<file path="src/rtl/ex_pkg.sv">
// ex_pkg: shared widths, op codes and result record for the execute stage
package ex_pkg;
  localparam int DW = 16;
  localparam int RAW = 3;
  localparam logic [3:0] OP_ADD = 4'd0;
  localparam logic [3:0] OP_SUB = 4'd1;
  localparam logic [3:0] OP_AND = 4'd2;
  localparam logic [3:0] OP_OR = 4'd3;
  localparam logic [3:0] OP_XOR = 4'd4;
  localparam logic [3:0] OP_NOR = 4'd5;
  localparam logic [3:0] OP_SLT = 4'd6;
  localparam logic [3:0] OP_SLTU = 4'd7;
  localparam logic [3:0] OP_SHI = 4'd8;
  localparam logic [3:0] OP_SHV = 4'd9;
  localparam logic [3:0] OP_LUI = 4'd10;
  localparam logic [3:0] OP_RSV_LO = 4'd11;
  typedef struct packed {
    logic [DW-1:0] result;
    logic [RAW-1:0] rd;
    logic wr;
    logic zero;
    logic ovf;
  } ex_res_t;
  function automatic logic is_rsv(input logic [3:0] op);
    return op >= OP_RSV_LO;
  endfunction
endpackage

</file>
<file path="src/rtl/ex_if.sv">
// ex_if: decode-side request, forwarding sources and memory-side result of the execute stage
interface ex_if;
  import ex_pkg::*;
  logic flush;
  logic in_valid;
  logic in_ready;
  logic [3:0] in_op;
  logic [RAW-1:0] in_rs;
  logic [RAW-1:0] in_rt;
  logic [DW-1:0] in_a;
  logic [DW-1:0] in_b;
  logic [DW-1:0] in_imm;
  logic in_use_imm;
  logic [4:0] in_shamt;
  logic [RAW-1:0] in_rd;
  logic in_wr;
  logic fm_wr;
  logic [RAW-1:0] fm_rd;
  logic [DW-1:0] fm_data;
  logic fw_wr;
  logic [RAW-1:0] fw_rd;
  logic [DW-1:0] fw_data;
  logic out_valid;
  logic out_ready;
  logic [DW-1:0] out_result;
  logic [RAW-1:0] out_rd;
  logic out_wr;
  logic out_zero;
  logic out_ovf;
  modport master (
    output flush, in_valid, in_op, in_rs, in_rt, in_a, in_b, in_imm, in_use_imm, in_shamt,
    output in_rd, in_wr, fm_wr, fm_rd, fm_data, fw_wr, fw_rd, fw_data, out_ready,
    input in_ready, out_valid, out_result, out_rd, out_wr, out_zero, out_ovf
  );
  modport slave (
    input flush, in_valid, in_op, in_rs, in_rt, in_a, in_b, in_imm, in_use_imm, in_shamt,
    input in_rd, in_wr, fm_wr, fm_rd, fm_data, fw_wr, fw_rd, fw_data, out_ready,
    output in_ready, out_valid, out_result, out_rd, out_wr, out_zero, out_ovf
  );
endinterface

</file>
<file path="src/rtl/ex_fwd_mux.sv">
// ex_fwd_mux: operand bypass, r0 first, then EX/MEM, then MEM/WB, then register file
module ex_fwd_mux #(
  parameter int DW = 16,
  parameter int RAW = 3
) (
  input logic [RAW-1:0] addr,
  input logic [DW-1:0] rf,
  input logic fm_wr,
  input logic [RAW-1:0] fm_rd,
  input logic [DW-1:0] fm_data,
  input logic fw_wr,
  input logic [RAW-1:0] fw_rd,
  input logic [DW-1:0] fw_data,
  output logic [DW-1:0] y
);
  // priority select, youngest producer wins
  always_comb begin
    y = addr == '0 ? '0 :
        fm_wr && fm_rd == addr ? fm_data :
        fw_wr && fw_rd == addr ? fw_data : rf;
  end
endmodule

</file>
<file path="src/rtl/shifter.sv">
// shifter: 16-bit logical shift, signed 5-bit amount, positive left, negative right
module shifter (
  input logic [15:0] a,
  input logic [4:0] amt,
  output logic [15:0] y
);
  logic [4:0] mag;
  // a magnitude of 16 only arises from -16 and clears the word
  always_comb begin
    mag = -amt;
    y = amt[4] ? (mag[4] ? 16'h0000 : a >> mag[3:0]) : a << amt[3:0];
  end
endmodule

</file>
<file path="src/rtl/ex_stage.sv">
// ex_stage: forwarded ALU/shift execute stage with a valid/ready EX/MEM register
module ex_stage
  import ex_pkg::*;
(
  input logic clk,
  input logic rst_n,
  ex_if.slave bus
);
  logic [DW-1:0] a, b_fwd, b, sh_y, r;
  logic [4:0] sh_amt;
  logic ovf, valid, accept;
  ex_res_t d, q;
  ex_fwd_mux #(.DW(DW), .RAW(RAW)) u_fwd_a (
    .addr(bus.in_rs), .rf(bus.in_a),
    .fm_wr(bus.fm_wr), .fm_rd(bus.fm_rd), .fm_data(bus.fm_data),
    .fw_wr(bus.fw_wr), .fw_rd(bus.fw_rd), .fw_data(bus.fw_data),
    .y(a)
  );
  ex_fwd_mux #(.DW(DW), .RAW(RAW)) u_fwd_b (
    .addr(bus.in_rt), .rf(bus.in_b),
    .fm_wr(bus.fm_wr), .fm_rd(bus.fm_rd), .fm_data(bus.fm_data),
    .fw_wr(bus.fw_wr), .fw_rd(bus.fw_rd), .fw_data(bus.fw_data),
    .y(b_fwd)
  );
  shifter u_sh (.a(a), .amt(sh_amt), .y(sh_y));
  assign bus.in_ready = !valid || bus.out_ready;
  assign accept = bus.in_valid && bus.in_ready;
  // operand select, op decode, flags and next register contents
  always_comb begin
    b = bus.in_use_imm ? bus.in_imm : b_fwd;
    sh_amt = bus.in_op == OP_SHI ? bus.in_shamt : b[4:0];
    r = bus.in_op == OP_ADD ? a + b :
        bus.in_op == OP_SUB ? a - b :
        bus.in_op == OP_AND ? a & b :
        bus.in_op == OP_OR ? a | b :
        bus.in_op == OP_XOR ? a ^ b :
        bus.in_op == OP_NOR ? ~(a | b) :
        bus.in_op == OP_SLT ? {{(DW-1){1'b0}}, $signed(a) < $signed(b)} :
        bus.in_op == OP_SLTU ? {{(DW-1){1'b0}}, a < b} :
        bus.in_op == OP_SHI || bus.in_op == OP_SHV ? sh_y :
        bus.in_op == OP_LUI ? {b[7:0], 8'h00} : '0;
    ovf = (bus.in_op == OP_ADD && a[DW-1] == b[DW-1] && r[DW-1] != a[DW-1]) ||
          (bus.in_op == OP_SUB && a[DW-1] != b[DW-1] && r[DW-1] != a[DW-1]);
    d.result = r;
    d.rd = bus.in_rd;
    d.wr = bus.in_wr && bus.in_rd != '0 && !is_rsv(bus.in_op);
    d.zero = r == '0;
    d.ovf = ovf;
  end
  // EX/MEM register: reset, then flush, then load, then drain
  always_ff @(posedge clk) begin
    if (!rst_n) begin
      valid <= 1'b0;
      q <= '0;
    end else if (bus.flush) begin
      valid <= 1'b0;
      q.wr <= 1'b0;
    end else if (accept) begin
      valid <= 1'b1;
      q <= d;
    end else if (bus.out_ready) begin
      valid <= 1'b0;
    end
  end
  assign bus.out_valid = valid;
  assign bus.out_result = q.result;
  assign bus.out_rd = q.rd;
  assign bus.out_wr = q.wr;
  assign bus.out_zero = q.zero;
  assign bus.out_ovf = q.ovf;
endmodule

</file>
<file path="src/flat_wrapper.sv">
// flat-port wrapper written by rule: the top's interface ports become plain ports
module ex_stage_flat import ex_pkg::*;
  (clk, rst_n, bus_flush, bus_in_valid, bus_in_op, bus_in_rs, bus_in_rt, bus_in_a, bus_in_b, bus_in_imm, bus_in_use_imm, bus_in_shamt, bus_in_rd, bus_in_wr, bus_fm_wr, bus_fm_rd, bus_fm_data, bus_fw_wr, bus_fw_rd, bus_fw_data, bus_out_ready, bus_in_ready, bus_out_valid, bus_out_result, bus_out_rd, bus_out_wr, bus_out_zero, bus_out_ovf);
  ex_if bus_i ();
  input logic clk;
  input logic rst_n;
  input wire logic [$bits(bus_i.flush)-1:0] bus_flush;
  input wire logic [$bits(bus_i.in_valid)-1:0] bus_in_valid;
  input wire logic [$bits(bus_i.in_op)-1:0] bus_in_op;
  input wire logic [$bits(bus_i.in_rs)-1:0] bus_in_rs;
  input wire logic [$bits(bus_i.in_rt)-1:0] bus_in_rt;
  input wire logic [$bits(bus_i.in_a)-1:0] bus_in_a;
  input wire logic [$bits(bus_i.in_b)-1:0] bus_in_b;
  input wire logic [$bits(bus_i.in_imm)-1:0] bus_in_imm;
  input wire logic [$bits(bus_i.in_use_imm)-1:0] bus_in_use_imm;
  input wire logic [$bits(bus_i.in_shamt)-1:0] bus_in_shamt;
  input wire logic [$bits(bus_i.in_rd)-1:0] bus_in_rd;
  input wire logic [$bits(bus_i.in_wr)-1:0] bus_in_wr;
  input wire logic [$bits(bus_i.fm_wr)-1:0] bus_fm_wr;
  input wire logic [$bits(bus_i.fm_rd)-1:0] bus_fm_rd;
  input wire logic [$bits(bus_i.fm_data)-1:0] bus_fm_data;
  input wire logic [$bits(bus_i.fw_wr)-1:0] bus_fw_wr;
  input wire logic [$bits(bus_i.fw_rd)-1:0] bus_fw_rd;
  input wire logic [$bits(bus_i.fw_data)-1:0] bus_fw_data;
  input wire logic [$bits(bus_i.out_ready)-1:0] bus_out_ready;
  output wire logic [$bits(bus_i.in_ready)-1:0] bus_in_ready;
  output wire logic [$bits(bus_i.out_valid)-1:0] bus_out_valid;
  output wire logic [$bits(bus_i.out_result)-1:0] bus_out_result;
  output wire logic [$bits(bus_i.out_rd)-1:0] bus_out_rd;
  output wire logic [$bits(bus_i.out_wr)-1:0] bus_out_wr;
  output wire logic [$bits(bus_i.out_zero)-1:0] bus_out_zero;
  output wire logic [$bits(bus_i.out_ovf)-1:0] bus_out_ovf;
  assign bus_i.flush = bus_flush;
  assign bus_i.in_valid = bus_in_valid;
  assign bus_i.in_op = bus_in_op;
  assign bus_i.in_rs = bus_in_rs;
  assign bus_i.in_rt = bus_in_rt;
  assign bus_i.in_a = bus_in_a;
  assign bus_i.in_b = bus_in_b;
  assign bus_i.in_imm = bus_in_imm;
  assign bus_i.in_use_imm = bus_in_use_imm;
  assign bus_i.in_shamt = bus_in_shamt;
  assign bus_i.in_rd = bus_in_rd;
  assign bus_i.in_wr = bus_in_wr;
  assign bus_i.fm_wr = bus_fm_wr;
  assign bus_i.fm_rd = bus_fm_rd;
  assign bus_i.fm_data = bus_fm_data;
  assign bus_i.fw_wr = bus_fw_wr;
  assign bus_i.fw_rd = bus_fw_rd;
  assign bus_i.fw_data = bus_fw_data;
  assign bus_i.out_ready = bus_out_ready;
  assign bus_in_ready = bus_i.in_ready;
  assign bus_out_valid = bus_i.out_valid;
  assign bus_out_result = bus_i.out_result;
  assign bus_out_rd = bus_i.out_rd;
  assign bus_out_wr = bus_i.out_wr;
  assign bus_out_zero = bus_i.out_zero;
  assign bus_out_ovf = bus_i.out_ovf;
  ex_stage u_core (.clk(clk), .rst_n(rst_n), .bus(bus_i));
endmodule
</file>
<file path="config.mk">
export PLATFORM = sky130hd
export DESIGN_NAME = ex_stage_flat
export DESIGN_NICKNAME = d
export VERILOG_FILES = /design/src/rtl/ex_pkg.sv /design/src/rtl/ex_if.sv /design/src/rtl/ex_fwd_mux.sv /design/src/rtl/shifter.sv /design/src/rtl/ex_stage.sv /design/src/flat_wrapper.sv
export SDC_FILE = /design/constraint.sdc
export NUM_CORES = 1
export LEC_CHECK = 0
export BUFFER_PORTS_ARGS = -buffer_cell sky130_fd_sc_hd__buf_2
export CAP_MARGIN = 20
export CORE_AREA = 2 2 108 110
export CTS_CLUSTER_DIAMETER = 40
export CTS_CLUSTER_SIZE = 8
export DETAILED_ROUTE_END_ITERATION = 12
export DIE_AREA = 0 0 110 112
export HOLD_SLACK_MARGIN = 0.03
export PLACE_DENSITY = 0.85
export SLEW_MARGIN = 0
export SYNTH_ARGS = -nofsm -noshare
export SYNTH_HDL_FRONTEND = slang
export SYNTH_HIERARCHICAL = 1
export SYNTH_SLANG_ARGS = --single-unit
export TNS_END_PERCENT = 1
</file>
<file path="constraint.sdc">
create_clock -name clk -period 7.2 [get_ports clk]
set_input_delay 0.72 -clock clk [delete_from_list [all_inputs] [get_ports clk]]
set_output_delay 0.72 -clock clk [all_outputs]
set_load 0.05 [all_outputs]
</file>
==> metrics.md, run 1 <==
| Metric | Value |
|---|---|
| Run status | finished, final reports clean |
| Hold Crit Class | reg2reg |
| CP Capture Type | flop |
| Port buffer count | 136 |
| Total GRT Usage | 36.9% |
| CP required | 7.40 ns |
| Largest net degree at the start of global routing | 63 |
| Final Cycle Share | 85.0% |
| WP data arrival | 6.32 ns |
| Critical Path Stages | 19 |
| Worst-margin pin slew | 1.22 ns |
| Maxcap violations | 0 |
| Cells after Synth | 880 |
| Max FO, Critical Path | 27 |
| CTS Buffer Depth | 2 |
| Setup Skew | 0.00214 ns |
| Nets | 1142 |
| Avg Vias per Cell | 6.85 |
| Latest clock arrival within the worst-skew pair | 0.25 ns |
| WL/cell | 20.9 um |
| Initial DRC count | 1129 |
| Peak VDD IR | 0.157 mV |
| Avg Inst Size Synth | 7.42 um2 |
| Area Growth Syn to Fin | 12.2% |
| Worst Path Buf+Inv | 3 |
| Crit Reg-Reg Startpoint | u_core/bus.out_valid$_SDFFE_PP0P_ |
| Leakage | 3.37 nW |
| CP Launch Type | primary input |
| Cell variety after synth | 88 |
| Synth async-reset ratio | 0% |
| PD cells | 153 mW/mm2 |
| Final Max Tran Viols | 0 |
| Ys Warns | 6 |
| CP cell instances | buf_2 -> nor2b_1 -> nand2_1 -> a21oi_2 -> buf_4 -> inv_1 -> ha_1 -> mux4_2 -> mux2_2 -> nand3_1 -> o211ai_1 -> a22oi_1 -> o221ai_1 -> a21oi_1 -> nand3b_1 -> nor4_1 -> nand4_1 -> nor4b_1 -> a41o_1 |
| Drt drc | 0 |
| Num rows | 39 |
| CTS H-tree depth | 1 |
| Slew headroom | 18.4% |
| # hold bufs at CTS | 0 |
| Max Freq | 163 MHz |
| Pre-Repair DR Iteration Count | 8 |
| Final HPWL DP | 18100 um |
| Die footprint | 0.0123 mm2 |
| Top_reg_cell synth | dfxtp_1 |
| I/O pins | 137 |
| Detailed Route WL | 23500 um |
| Mapped Nets | 1044 |
| CTS tree | built |
| Cts repair resizes | 0 |
| Grt total ovfl | 0 |
| Hold Vio Cnt, Final | 0 |
| Core area | 0.0112 mm2 |
| Cell Area, Synth | 0.00653 mm2 |
| Post-synthesis sequential area ratio | 7.05% |
| Slowest Stage Delay on Critical Path | 0.79 ns |
| Minimum clock period | 6.12 ns |
| DIE HEIGHT | 112 um |
| Post-synth EDFFs | 0 |
| Via count | 7673 |
| Hold Path Depth | 2 |
| Vias in the first global route | 6837 |
| Post-CTS Setup Repair Bufs | 0 |
| Setup-failing EPs final | 0 |
| DRT antenna net count | 0 |
| Setup CP Type | in2reg |
| Placed insts | 1115 |
| RD Place Congestion | 1.01 |
| Worst setup startpoint | bus_in_op[3] |
| Critical path's top delay family | simple AND/OR/NAND/NOR gates |
| Critical path's slowest cell | nor2b_1 |
| Flops & latches, synth | 23 |
| Clk slew on worst S/H paths | 0.06 ns |
| CTS buffer count | 3 |
| Ant diodes | 0 |
| RSZ-0062 raised after global routing | false |
| Worst r2r path cells | 10 |
| Die width | 110 um |
| Initial antenna violation count | 0 |
| Layout cell share with drive strength beyond 1 | 22.9% |
| CTS root buffer | clkbuf_16 |
| Final Non-Filler Cells | 1120 |
| First-pass GRT wire length | 36100 um |
| Initial Utilization | 58.5% |
| Fin Setup TNS | 0 ns |
| CTS Sinks | 23 |
| Hold path start | u_core/bus.out_rd[1]$_SDFFE_PN0P_ |
[path summary, 6_finish.rpt]
kind | slack (ns) | to
worst max-delay path | 1.08 | u_core/bus.out_zero$_SDFFE_PN0P_
worst min register to register | 0.46 | u_core/bus.out_rd[1]$_SDFFE_PN0P_
worst max register to register | 4.72 | u_core/bus.out_zero$_SDFFE_PN0P_
worst min-delay path | 0.46 | u_core/bus.out_rd[1]$_SDFFE_PN0P_
[report_power, final]
part | internal [mW] | switching, mW
sequential | 0.135 | 0.00335
combinational | 0.342 | 0.528
clock | 0.0745 | 0.0421
total | 0.552 | 0.573
[layout make-up]
type                       count  area [um2]
clock buffer                   3        75.1
inverter                      54         203
clock inverter                 1        5.00
timing repair buffer         157         838
multi-input combinational    739        5570
fill                        1035        3840
tap                          143         179
sequential                    23         460
[layer usage]
layer / vias to the layer above / track usage [%] / routed length, um
met5: - / 0 / 0
met4: 0 / 17.0 / 1090
met3: 84 / 4.16 / 2480
met2: 528 / 56.5 / 10500
met1: 3547 / 51.5 / 9410
li1: 3514 / - / -
[cells in the mapped netlist (15+ instances only)]
cell type	count	area, um2
a21oi_1	87	435
buf_2	26	130
clkbuf_1	28	105
dfxtp_1	23	460
ha_1	49	613
inv_1	51	191
mux2_2	19	214
mux2i_1	68	681
mux4_2	19	428
nand2_1	58	218
nand2b_1	18	113
nand3_1	20	100
nor2_1	66	248
nor2b_1	15	93.8
nor3_1	20	100
o21ai_0	56	280
xnor2_1	18	158
[layout by cell type (no fill, tap or decap), drive strengths merged, types with 6 or more instances in the layout]
master  Yosys  routed
dfxtp      23      23
o21a        7       7
and3        9       9
o22ai      12      12
nand2      58      58
mux2       23      23
nand3      20      20
nand3b      7       7
o221ai     14      14
mux4       19      19
o31ai       6       6
a21o        8       8
inv        51      51
mux2i      68      68
a211oi     14      14
o211ai     13      13
nor2       66      66
buf        35     157
nor2b      15      15
or3         7       7
nor3       21      21
xnor2      18      18
a21oi      88      88
nand2b     18      18
o21ai      61      61
ha         49      49
nand4       8       8
a22oi      11      11
[sequential cells by signal (all words and copies together), names as in the netlist]
name and flops:
u_core/bus.out_ovf 1, u_core/bus.out_result 16, u_core/bus.out_valid 1, u_core/bus.out_wr 1, u_core/bus.out_zero 1, u_core/bus.out_rd 3
[stage by stage]
step / setup slack [ns] / total power [mW] / utilization (%) / hold slack (ns) / instance area, um2
after floorplan: 2.08 / 0.764 / - / 0.675 / 6530
after global placement: 1.14 / 0.968 / 64.8 / 0.443 / 7240
after detailed placement: 1.09 / 0.977 / 64.8 / 0.447 / 7240
after CTS: 1.32 / 1.10 / 65.5 / 0.458 / 7320
after global routing: 0.546 / 1.19 / 65.6 / 0.489 / 7330
final: 1.08 / 1.12 / 65.6 / 0.456 / 7330
[kinds of logic after synthesis]
family          Yosys count  share of synthesized area [%]
compound gates          296                           29.9
simple gates            261                           21.0
buf+inv                 118                           8.03
mux                     110                           20.9
fa+ha+maj                51                           10.0
flops                    23                           7.05
xor+xnor                 21                           3.10
[tightest hold or removal path, stage by stage, from the launching register on]
cell and delay, ns:
dfxtp_1 0.31, nand2_1 0.05, a21oi_1 0.05
Note: power is estimated with default switching activity, not from simulation.
==> run 2, diff against run 1 <==
- ABC_AREA: not set -> 1
- CORE_AREA: 2 2 108 110 -> 2 2 121 123
- DIE_AREA: 0 0 110 112 -> 0 0 123 125
- PLACE_DENSITY: 0.85 -> 0.79
- clock period: 7.2 -> 5.6 ns (I/O delays scaled with it)
==> run 2 against run 1 <==
Effect of this change:
- die area increased by 25%
- flip-flop and latch count unchanged
- clock skew increased by 0.0018 ns
- synthesized area increased by 13%
- power increased by 29%
- design area increased by 9.7%
- clock power increased by 30%
- sequential share of layout area decreased by 0.55 points
- critical path depth increased by 15
- final cell count increased by 46%
- worst hold slack improved by 0.012 ns
- routed wire length increased by 9.2%
- largest cell class unchanged
==> metrics.md, run 2 <==
| Metric | Value |
|---|---|
| Run status | finished, final reports clean |
| CP required | 5.78 ns |
| Core area | 0.0142 mm2 |
| Area after DPL | 0.00796 mm2 |
| CTS buffer count | 3 |
| Detailed Route WL | 25600 um |
| Max FO, Critical Path | 17 |
| Most frequent cells in the layout | nand2_1 (407), nand3_1 (216), inv_1 (187), buf_2 (136), nor2_1 (103) |
| Vias in the first global route | 8432 |
| Cell variety after synth | 49 |
| Fin Setup TNS | 0 ns |
| Final HPWL DP | 21000 um |
| Post-layout util | 56.6% |
| Final Cycle Share | 84.7% |
| Flops & latches, synth | 23 |
| Total GRT Usage | 33.1% |
| Max Freq | 211 MHz |
| Hold Crit Class | reg2reg |
| Initial antenna violation count | 0 |
| CP Launch Type | primary input |
| Final Max Tran Viols | 0 |
| Met2 Usage GRT | 52.7% |
| CTS Buffer Depth | 2 |
| Final instance area | 0.00804 mm2 |
| Die footprint | 0.0154 mm2 |
| Post-synthesis sequential area ratio | 6.25% |
| Clk slew on worst S/H paths | 0.06 ns |
| Post-synth EDFFs | 0 |
| Cts repair resizes | 0 |
| WL/cell | 15.7 um |
| Top_reg_cell synth | dfxtp_1 |
| CTS tree | built |
| Setup-failing EPs final | 0 |
| Fill count | 1498 |
| Met1 Track Usage GR | 45.3% |
| Mapped Nets | 1522 |
| Synth area leader | nand2_1 |
| Ys Warns | 6 |
| Largest register FFs | 16 |
| CP dominant cell by count | nand2_1 |
| WP data arrival | 4.92 ns |
| Met3 usage | 3.24% |
| Worst-margin pin slew | 0.846 ns |
| Cells after Synth | 1358 |
| Slew headroom | 43.5% |
| DRT antenna net count | 0 |
| Post-CTS Setup Repair Bufs | 0 |
| RSZ-0062 raised after global routing | false |
| Cell Area, Synth | 0.00737 mm2 |
| Port buffer count | 136 |
| Total power | 1.45 mW |
| Commonest non-fill, non-tap cell in the layout | nand2_1 |
| Final Non-Filler Cells | 1636 |
| CP Capture Type | flop |
| Initial DRC count | 1188 |
| Hold Vio Cnt, Final | 0 |
| Synth async-reset ratio | 0% |
| CTS root buffer | clkbuf_16 |
| Placed insts | 1632 |
| # hold bufs at CTS | 0 |
| Critical path's slowest cell | nor2_4 |
| I/O pins | 137 |
| Synth top area share | 20.7% |
| GRT busiest layer | met2 |
| Leakage | 4.80 nW |
| Largest net degree at the start of global routing | 32 |
| CTS Sinks | 23 |
| CTS H-tree depth | 1 |
| Layout cell share with drive strength beyond 1 | 19.6% |
| Count leader, synth | nand2_1 |
| Slowest Stage Delay on Critical Path | 0.34 ns |
| Avg Inst Size Synth | 5.43 um2 |
| Hold Slack | 0.468 ns |
| Via count | 9159 |
| Grt total ovfl | 0 |
| PD cells | 180 mW/mm2 |
| Latest clock arrival within the worst-skew pair | 0.25 ns |
| Nets | 1617 |
| Setup CP Type | in2reg |
| Ant diodes | 0 |
| Area contributors post-synth | nand2_1 (21%), nand3_1 (15%), inv_1 (9.5%) |
| DIE HEIGHT | 125 um |
| Drt drc | 0 |
| Final Worst Setup Slack | 0.858 ns |
| Num rows | 44 |
| First-pass GRT wire length | 41600 um |
| Minimum clock period | 4.74 ns |
| Pre-Repair DR Iteration Count | 5 |
| Area Growth Syn to Fin | 9.06% |
| Avg Vias per Cell | 5.60 |
| RD Place Congestion | 1.02 |
| Initial Utilization | 51.9% |
| Die width | 123 um |
| Setup Skew | 0.00394 ns |
| Peak VDD IR | 0.149 mV |
| Critical path's top delay family | simple AND/OR/NAND/NOR gates |
| Most common library cells after synthesis | nand2_1 (407), nand3_1 (216), inv_1 (187) |
| Maxcap violations | 0 |
| Worst Path Buf+Inv | 7 |
| Pre-CTS setup slack | 0.814 ns |
==> run 2: worst paths after layout <==
kind / startpoint / endpoint / slack, ns / depth (start not counted)
min: u_core/bus.out_ovf$_SDFFE_PN0P_ / u_core/bus.out_ovf$_SDFFE_PN0P_ / 0.47 / 2
max: bus_fw_rd[1] / u_core/bus.out_zero$_SDFFE_PN0P_ / 0.86 / 34
min reg2reg: u_core/bus.out_ovf$_SDFFE_PN0P_ / u_core/bus.out_ovf$_SDFFE_PN0P_ / 0.47 / 2
max reg2reg: u_core/bus.out_valid$_SDFFE_PP0P_ / u_core/bus.out_zero$_SDFFE_PN0P_ / 3.83 / 12
==> run 2: logic make-up (layout without fill, tap and decap cells) <==
group	after synthesis	count (layout)	synth area share (%)
adders and majority gates	51	51	8.86
buffers and inverters	260	354	15.9
xor gates and xnor gates	5	5	0.594
AOI/OAI and AO/OA	125	125	10.2
DFF	23	23	6.25
and+or+nand+nor	894	894	58.3
==> run 2: layer usage <==
metal  share of wire [%]  vias up  routed length (um)
li1                    -     4507                   -
met2                  43      553               11100
met5                   0        -                   0
met3                  10       81                2660
met1                  41     4018               10600
met4                 4.8        0                1220
==> run 2: area by class of cell <==
| type | count | area (um2) | share of cell area (%) |
|---|---|---|---|
| inverters | 203 | 764 | 9.51 |
| well taps | 184 | 230 | 2.86 |
| flip-flops and latches | 23 | 460 | 5.73 |
| repair buffers | 147 | 763 | 9.49 |
| clock inverters | 1 | 5.00 | 0.0623 |
| multi-input cells | 1075 | 5740 | 71.4 |
| clock buffers | 3 | 75.1 | 0.934 |
==> run 2: worst min-delay path, cell delays in order, from the launching register on <==
cell and delay, ns:
dfxtp_1 0.31, nand2_1 0.06, a21oi_1 0.06
==> run 2: power breakdown <==
| part | leakage (nW) | switching (mW) | total (mW) | internal (mW) |
|---|---|---|---|---|
| Clock | 0.0409 | 0.0561 | 0.152 | 0.0959 |
| Combinational | 4.57 | 0.774 | 1.12 | 0.342 |
| Sequential | 0.189 | 0.00478 | 0.179 | 0.174 |
| Total | 4.80 | 0.835 | 1.45 | 0.612 |
